$ cat config.mk
export PLATFORM = sky130hd
export DESIGN_NAME = imem_loader_flat
export DESIGN_NICKNAME = d
export VERILOG_FILES = /design/src/rtl/imem_loader_if.sv /design/src/rtl/imem_loader.sv /design/src/flat_wrapper.sv
export SDC_FILE = /design/constraint.sdc
export NUM_CORES = 1
export LEC_CHECK = 0
export ABC_AREA = 1
export CAP_MARGIN = 30
export CORE_MARGIN = 5
export CORE_UTILIZATION = 40
export DETAILED_ROUTE_END_ITERATION = 10
export SYNTH_ARGS = -nofsm -noshare
export SYNTH_HDL_FRONTEND = slang
export SYNTH_SLANG_ARGS = --single-unit
$ cat constraint.sdc
create_clock -name clk -period 2.46 [get_ports clk]
set_clock_uncertainty 0.1 [all_clocks]
set_input_delay 0.492 -clock clk [delete_from_list [all_inputs] [get_ports clk]]
set_output_delay 0.492 -clock clk [all_outputs]
set_load 0.005 [all_outputs]
$ cat src/rtl/imem_loader_if.sv
// imem_loader_if: stream input, instruction-memory write port and loader status.
// The slave modport is the loader's view; the master modport is the view of
// whatever drives the byte stream and observes the writes.
interface imem_loader_if;
    logic        rx_valid;
    logic [7:0]  rx_data;
    logic        rx_ready;
    logic        mem_we;
    logic [31:0] mem_addr;
    logic [7:0]  mem_wdata;
    logic        cpu_hold;
    logic        load_done;
    logic        load_error;

    modport master (
        output rx_valid,
        output rx_data,
        input  rx_ready,
        input  mem_we,
        input  mem_addr,
        input  mem_wdata,
        input  cpu_hold,
        input  load_done,
        input  load_error
    );

    modport slave (
        input  rx_valid,
        input  rx_data,
        output rx_ready,
        output mem_we,
        output mem_addr,
        output mem_wdata,
        output cpu_hold,
        output load_done,
        output load_error
    );
endinterface

$ cat src/rtl/imem_loader.sv
// imem_loader: boot-time loader for the instruction memory.
// Accepts LEN_LO, LEN_HI, then N data bytes, and writes them to byte
// addresses 0..N-1, one registered write per accepted byte. The CPU is held
// until the image is complete. Optional trailing XOR checksum byte is enabled
// by defining LOADER_CHECKSUM_EN.
module imem_loader #(
    parameter int DEPTH = 81
) (
    input  logic         clk,
    input  logic         reset,
    imem_loader_if.slave bus
);

    typedef enum logic [2:0] {
        S_LEN_LO = 3'd0,
        S_LEN_HI = 3'd1,
        S_DATA   = 3'd2,
`ifdef LOADER_CHECKSUM_EN
        S_CHK    = 3'd3,
`endif
        S_DONE   = 3'd4,
        S_ERR    = 3'd5
    } state_t;

    // State reached once all data bytes are in: a trailer check or completion.
`ifdef LOADER_CHECKSUM_EN
    localparam state_t S_AFTER_DATA = S_CHK;
`else
    localparam state_t S_AFTER_DATA = S_DONE;
`endif

    state_t      state_q, state_d;
    logic [15:0] len_q, len_d;
    logic [15:0] cnt_q, cnt_d;
    logic        rdy_q, rdy_d;
    logic        we_q, we_d;
    logic [31:0] addr_q, addr_d;
    logic [7:0]  wdata_q, wdata_d;
    logic        hold_q, hold_d;
    logic        done_q, done_d;
    logic        err_q, err_d;
`ifdef LOADER_CHECKSUM_EN
    logic [7:0]  chk_q, chk_d;
`endif

    logic        xfer_s;
    logic [15:0] len_full_s;

    assign xfer_s     = bus.rx_valid && rdy_q;
    assign len_full_s = {bus.rx_data, len_q[7:0]};

    // Next-state logic for the FSM, the write port and the status flags.
    always_comb begin
        state_d = state_q;
        len_d   = len_q;
        cnt_d   = cnt_q;
        we_d    = 1'b0;
        addr_d  = addr_q;
        wdata_d = wdata_q;
`ifdef LOADER_CHECKSUM_EN
        chk_d   = chk_q;
`endif
        case (state_q)
            S_LEN_LO: begin
                if (xfer_s) begin
                    len_d[7:0] = bus.rx_data;
                    state_d    = S_LEN_HI;
                end else begin
                    state_d = S_LEN_LO;
                end
            end
            S_LEN_HI: begin
                if (xfer_s) begin
                    len_d[15:8] = bus.rx_data;
                    if (len_full_s > 16'(DEPTH)) begin
                        state_d = S_ERR;
                    end else if (len_full_s == 16'd0) begin
                        state_d = S_AFTER_DATA;
                    end else begin
                        cnt_d   = 16'd0;
                        state_d = S_DATA;
                    end
                end else begin
                    state_d = S_LEN_HI;
                end
            end
            S_DATA: begin
                if (xfer_s) begin
                    we_d    = 1'b1;
                    addr_d  = {16'd0, cnt_q};
                    wdata_d = bus.rx_data;
                    cnt_d   = cnt_q + 16'd1;
`ifdef LOADER_CHECKSUM_EN
                    chk_d   = chk_q ^ bus.rx_data;
`endif
                    if (cnt_q == (len_q - 16'd1)) begin
                        state_d = S_AFTER_DATA;
                    end else begin
                        state_d = S_DATA;
                    end
                end else begin
                    state_d = S_DATA;
                end
            end
`ifdef LOADER_CHECKSUM_EN
            S_CHK: begin
                if (xfer_s) begin
                    if (bus.rx_data == chk_q) begin
                        state_d = S_DONE;
                    end else begin
                        state_d = S_ERR;
                    end
                end else begin
                    state_d = S_CHK;
                end
            end
`endif
            S_DONE:  state_d = S_DONE;
            S_ERR:   state_d = S_ERR;
            default: state_d = S_ERR;
        endcase

        rdy_d = (state_d == S_LEN_LO) || (state_d == S_LEN_HI) ||
`ifdef LOADER_CHECKSUM_EN
                (state_d == S_CHK) ||
`endif
                (state_d == S_DATA);
        err_d = (state_d == S_ERR);
`ifdef LOADER_CHECKSUM_EN
        // Completion is decided by the trailer byte, so release on that edge.
        done_d = (state_d == S_DONE);
`else
        // Release one cycle after entering S_DONE so the last write lands first.
        done_d = (state_q == S_DONE);
`endif
        hold_d = !done_d;
    end

    // State and output registers; reset cancels any pending write.
    always_ff @(posedge clk or posedge reset) begin
        if (reset) begin
            state_q <= S_LEN_LO;
            len_q   <= 16'd0;
            cnt_q   <= 16'd0;
            rdy_q   <= 1'b0;
            we_q    <= 1'b0;
            addr_q  <= 32'd0;
            wdata_q <= 8'd0;
            hold_q  <= 1'b1;
            done_q  <= 1'b0;
            err_q   <= 1'b0;
`ifdef LOADER_CHECKSUM_EN
            chk_q   <= 8'd0;
`endif
        end else begin
            state_q <= state_d;
            len_q   <= len_d;
            cnt_q   <= cnt_d;
            rdy_q   <= rdy_d;
            we_q    <= we_d;
            addr_q  <= addr_d;
            wdata_q <= wdata_d;
            hold_q  <= hold_d;
            done_q  <= done_d;
            err_q   <= err_d;
`ifdef LOADER_CHECKSUM_EN
            chk_q   <= chk_d;
`endif
        end
    end

    assign bus.rx_ready   = rdy_q;
    assign bus.mem_we     = we_q;
    assign bus.mem_addr   = addr_q;
    assign bus.mem_wdata  = wdata_q;
    assign bus.cpu_hold   = hold_q;
    assign bus.load_done  = done_q;
    assign bus.load_error = err_q;

endmodule

$ cat src/flat_wrapper.sv
// flat-port wrapper written by rule: the top's interface ports become plain ports
module imem_loader_flat 
#(
    parameter int DEPTH = 81
)
  (clk, reset, bus_rx_valid, bus_rx_data, bus_rx_ready, bus_mem_we, bus_mem_addr, bus_mem_wdata, bus_cpu_hold, bus_load_done, bus_load_error);
  imem_loader_if bus_i ();
  input  logic clk;
  input  logic reset;
  input wire logic [$bits(bus_i.rx_valid)-1:0] bus_rx_valid;
  input wire logic [$bits(bus_i.rx_data)-1:0] bus_rx_data;
  output wire logic [$bits(bus_i.rx_ready)-1:0] bus_rx_ready;
  output wire logic [$bits(bus_i.mem_we)-1:0] bus_mem_we;
  output wire logic [$bits(bus_i.mem_addr)-1:0] bus_mem_addr;
  output wire logic [$bits(bus_i.mem_wdata)-1:0] bus_mem_wdata;
  output wire logic [$bits(bus_i.cpu_hold)-1:0] bus_cpu_hold;
  output wire logic [$bits(bus_i.load_done)-1:0] bus_load_done;
  output wire logic [$bits(bus_i.load_error)-1:0] bus_load_error;
  assign bus_i.rx_valid = bus_rx_valid;
  assign bus_i.rx_data = bus_rx_data;
  assign bus_rx_ready = bus_i.rx_ready;
  assign bus_mem_we = bus_i.mem_we;
  assign bus_mem_addr = bus_i.mem_addr;
  assign bus_mem_wdata = bus_i.mem_wdata;
  assign bus_cpu_hold = bus_i.cpu_hold;
  assign bus_load_done = bus_i.load_done;
  assign bus_load_error = bus_i.load_error;
  imem_loader #(.DEPTH(DEPTH)) u_core (.clk(clk), .reset(reset), .bus(bus_i));
endmodule
# --- Word-level counts from Yosys, hierarchy flattened ---
# Index checks and enable logic that the tools add are counted.
word_totals:
  reg_bits: 64
  wordCells: 51
  output_inout_bits: 45
op_classes:
  n_lt_le_gt_ge: 1
  n_mux: 14
  eq_ne: 11
  n_addsub: 2
  n_reduce_logical: 12
ops:
  columns: ["operator", "count"]
  rows:
  - ["16-bit two-way mux", 4]
  - ["16-bit case mux with 2 select lines", 1]
  - ["16-bit by 1-bit adder with 16-bit output (second input constant)", 1]
  - ["16-bit == test", 1]
  - ["16-bit by 7-bit greater-than comparator with 1-bit output (second input constant)", 1]
  - ["16-bit zero test", 1]
  - ["16-bit by 1-bit subtractor with 16-bit output (second input constant)", 1]
  - ["3-bit two-way mux", 5]
  - ["3-bit case mux with 4 select lines", 1]
  - ["3-bit by 1-bit == test with 1-bit output (second input constant)", 2]
  - ["3-bit by 2-bit == test with 1-bit output (second input constant)", 2]
  - ["3-bit == test (second input constant)", 2]
  - ["3-bit zero test", 2]
  - ["2-bit AND reduction", 3]
  - ["5-bit AND reduction", 1]
  - ["2-bit by 1-bit inequality test with 1-bit output (second input constant)", 2]
  - ["2-bit inequality test (second input constant)", 2]
  - ["1-bit two-way mux", 3]
  - ["1-bit logical OR", 2]
  - ["2-bit nonzero test", 1]
  - ["1-bit logical AND", 1]
  - ["1-bit zero test", 1]

# --- Logic depth before layout (Yosys ltp) ---
logic_depth:
  ltp_word: 8
  ltp_mapped: 16
  ltp_nobuf: 16

# --- Worst setup path after synthesis ---
# Ideal clock, no wire load.
synth_timing:
  path_kind: "register to register"
  from: "register u_core.len_q[0]"
  to: "register u_core.cnt_q[1]"
  path_slack_ns: 0.637
  synth_period_minus_slack_ns: 1.823
  arrival_time_ns: 1.602
  setup_ns: 0.121
  path_stages_with_launch: 12
  cell_sequence: "dfrtp_1 inv_1 ha_1 inv_1 nand2_1 nand3_1 nand3_1 nand3b_1 o21ai_2 nand3_1 buf_4 a22o_1"
synth_between:
  elab_chain_len: 3
  word_cells_on_any_way: 5
synth_lines:
  columns: ["element", "line_no", "text"]
  rows:
  - ["start, declared", "imem_loader.sv:33", "logic [15:0] len_q, len_d;"]
  - ["start signal, assigned", "imem_loader.sv:157", "len_q <= len_d;"]
  - ["16-bit by 7-bit greater-than comparator with 1-bit output or 16-bit zero test (tied branches)", "imem_loader.sv:75, imem_loader.sv:77", null]
  - ["2-bit inequality test (no line)", null, null]
  - ["5-bit AND reduction (no line) *", null, null]
  - ["end signal, assigned", "imem_loader.sv:158", "cnt_q <= cnt_d;"]
  - ["end, declared", "imem_loader.sv:34", "logic [15:0] cnt_q, cnt_d;"]
# Mark *: on every way between the ends. The rest lies on a longest branch, timed or not.
# A chain may end at the register's enable or synchronous reset.

# --- Final worst setup path ---
layout_timing:
  from: "register u_core.len_q[0]"
  to: "register u_core.cnt_q[8]"
# The elaborated chain is that of the path after synthesis.

==> metrics.md <==
| Metric | Value |
|---|---|
| Maximum clock rate | `471 MHz` |
| Initial DRC count | `188` |
| First-pass GRT wire length | `14600 um` |
| Most common cell after layout, fill and taps aside | `nand2_1` |
| Met3 usage | `3.51%` |
| LEAKAGE | `0.00208 uW` |
| Site Rows | `34` |
| CTS Root Cell | `clkbuf_8` |
| Max cap viols | `0` |
| Area Growth Syn to Fin | `18.3%` |
| Hold Vio Cnt, Final | `0` |
| Crit path capture type | `flip-flop` |
| Critical path buffers and inverters | `3` |
| CP Data Arrival Time | `2250 ps` |
| DR vias/cell | `4.76` |
| Level count of the clock H-tree | `3` |
| Data required time of the critical path | `2590 ps` |
| Slowest CP cell | `dfrtp_1` |
| Fin Setup TNS | `0 ps` |
| # clock sinks | `64` |
| Met2 Track Usage GR | `26.9%` |
| Fin. max-slew vios | `0` |
| Mapped Cells | `464` |
| Classification of the worst-slack hold path | `flip-flop to flip-flop` |
| Post-CTS sizing | `0` |
| Routability cong. | `0.858` |
| Post-synth cell types | `31` |
| Clock transition at path regs | `70 ps` |
| Most frequent cells in the layout | `nand2_1, dfrtp_1, inv_1` |
| Port Buf Inserts | `39` |
| RSZ-0062 raised after global routing | `no` |
| Mapped cell area | `3610 um^2` |
| CTS tree | `built` |
| Hold-fix buffer count after cts | `0` |
| Routed wire length per instance | `13.8 um` |
| I/O pin count | `56` |
| Grt met1 use | `22.2%` |
| Die ar. | `11000 um^2` |
| Cell Count, Final, Fillers Out | `623` |
| Vias in the first global route | `2924` |
| CP cell instances | `inv_1 -> ha_1 -> inv_1 -> nand2_1 -> nand3_1 -> nand3_1 -> nand3b_1 -> o21ai_2 -> nand3_1 -> buf_12 -> o31ai_1` |
| DP HPWL | `6790 um` |
| Routed vias | `2965` |
| Routed wire length | `8620 um` |
| Grt ovf | `0` |
| Total GRT Usage | `16.4%` |
| Clk_lat worst skew | `330 ps` |
| Flops & latches, synth | `64` |
| Nets | `525` |
| Largest net degree at the start of global routing | `47` |
| Outcome | `completed` |
| Sequential area share after synthesis | `44.4%` |
| CP Max Fanout | `30` |
| Setup crit start kind | `flip-flop` |
| 1st-pass router iterations | `4` |
| PwrDens | `443 nW/um^2` |
| Min cycle time layout | `2120 ps` |
| Global routing's busiest layer | `met2` |
| Crit Path Category | `flip-flop to flip-flop` |
| Num CTS Buffers | `9` |
| Die width | `105 um` |
| Placement Cell Area | `4100 um^2` |
| Clk buf depth | `2` |
| Peak supply drop | `0.261 mV` |
| Mean Syn Cell Area | `7.78 um^2` |
| Tcrit/Tclk final | `86.2%` |
| Slowest cell delay on critical path | `430 ps` |
| Least-Margin Pin Slew | `616 ps` |
| Delay-heaviest family, CP | `simple AND/OR/NAND/NOR gates` |
| DP Cell Count | `608` |
| CP dominant cell by count | `nand3_1` |
| Starting Density | `41.2%` |
| Post-route ant nets | `0` |
| Diodes inserted | `0` |
| Die H | `105 um` |
| Setup violations, final | `0` |
| Initial antenna violation count | `0` |
| Slew margin rel. | `58.9%` |
| # DRC | `0` |
| Fin area | `4270 um^2` |
| Setup bufs post-CTS | `0` |
| Share of post-route cells with drive strength above 1 | `11.3%` |
| YS warnings | `0` |
| Floorplan core area | `8760 um^2` |
==> metal layers <==
metal | wire length, um | vias to the layer above
met4 | 62 | 0
met2 | 4070 | 55
met3 | 372 | 4
li1 | - | 1534
met5 | 0 | -
met1 | 4120 | 1372
==> logic make-up (layout without fill, tap and decap cells) <==
logic type | Yosys count | after routing | synth area share [%]
adder cells (fa/ha/maj) | 3 | 3 | 1.04
AO/OA/AOI/OAI | 61 | 61 | 9.67
buffers and inverters | 82 | 118 | 10.7
XOR/XNOR | 26 | 26 | 6.31
AND/OR/NAND/NOR | 227 | 227 | 27.8
flip-flops | 64 | 64 | 44.4
other | 1 | 16 | 0.104
==> cell usage after synthesis <==
cell        n  share of area (%)
nor3_1      8                1.1
dfrtp_1    63                 44
or2_2       3               0.52
o21ai_2     2               0.49
nor2_2     11                1.9
xnor2_1     4               0.97
a21oi_1     1               0.14
ha_1        3                1.0
clkinv_1    2               0.21
inv_2       3               0.31
nand3_1    26                3.6
nor2_1     29                3.0
a22o_1      1               0.24
nor3_2      1               0.28
nand2_1   130                 14
nand2_2     7                1.2
nand4_1     4               0.69
inv_1      48                5.0
o31ai_1    13                2.7
buf_4      18                3.7
o21ai_0    44                6.1
clkbuf_2    1               0.14
clkbuf_1    7               0.73
nor4_1      1               0.17
buf_6       1               0.31
buf_2       2               0.28
xor2_1     22                5.3
nor2_4      3               0.94
conb_1      1               0.10
nand3b_1    4               0.83
dfstp_2     1               0.73
==> worst register-to-register path: stages, from the launching register on <==
cell      delay, ps
dfrtp_1         430
inv_1           130
ha_1            220
inv_1            90
nand2_1          70
nand3_1          70
nand3_1         100
nand3b_1        140
o21ai_2         150
nand3_1         130
buf_12          190
o31ai_1         210
==> flip-flops by register name (all words and copies together), names as in the netlist, 3 cells and up <==
signal                count
u_core.bus.mem_addr      16
u_core.cnt_q             16
u_core.len_q             16
u_core.bus.mem_wdata      8
u_core.state_q            3
==> layout make-up <==
cell class	count	area, um^2
tap	108	135
sequential	64	1600
fill	899	4490
multi-input combinational	333	1680
timing repair buffer	50	485
clock inverter	6	46.3
clock buffer	9	124
inverter	53	199
==> report_power, final <==
group	internal (uW)	switching (uW)
registers	1050	0
logic	20.3	37.5
clock network	364	417
==> metrics by stage <==
step	hold slack (ps)	util [%]	total power [uW]	worst slack, ps
after floorplan	346	-	1120	272
after global placement	358	46.8	1130	77.4
final	375	48.7	1890	338
after detailed placement	363	46.8	1130	46.0
after global routing	410	48.7	1970	90.6
after CTS	380	48.7	1910	331
==> final timing paths <==
path	startpoint	to	slack (ps)	depth (start not counted)
max in group asynchronous	reset	u_core.cnt_q[10]	1410	3
worst max register to register	u_core.len_q[0]	u_core.cnt_q[8]	340	11
min in group asynchronous	reset	u_core.bus.mem_wdata[0]	420	3
worst min register to register	u_core.bus.mem_addr[11]	u_core.bus.mem_addr[11]	370	2
worst min-delay path	u_core.bus.mem_addr[11]	u_core.bus.mem_addr[11]	370	2
worst max-delay path	u_core.len_q[0]	u_core.cnt_q[8]	340	11
Power figures use the tool's default switching activity.
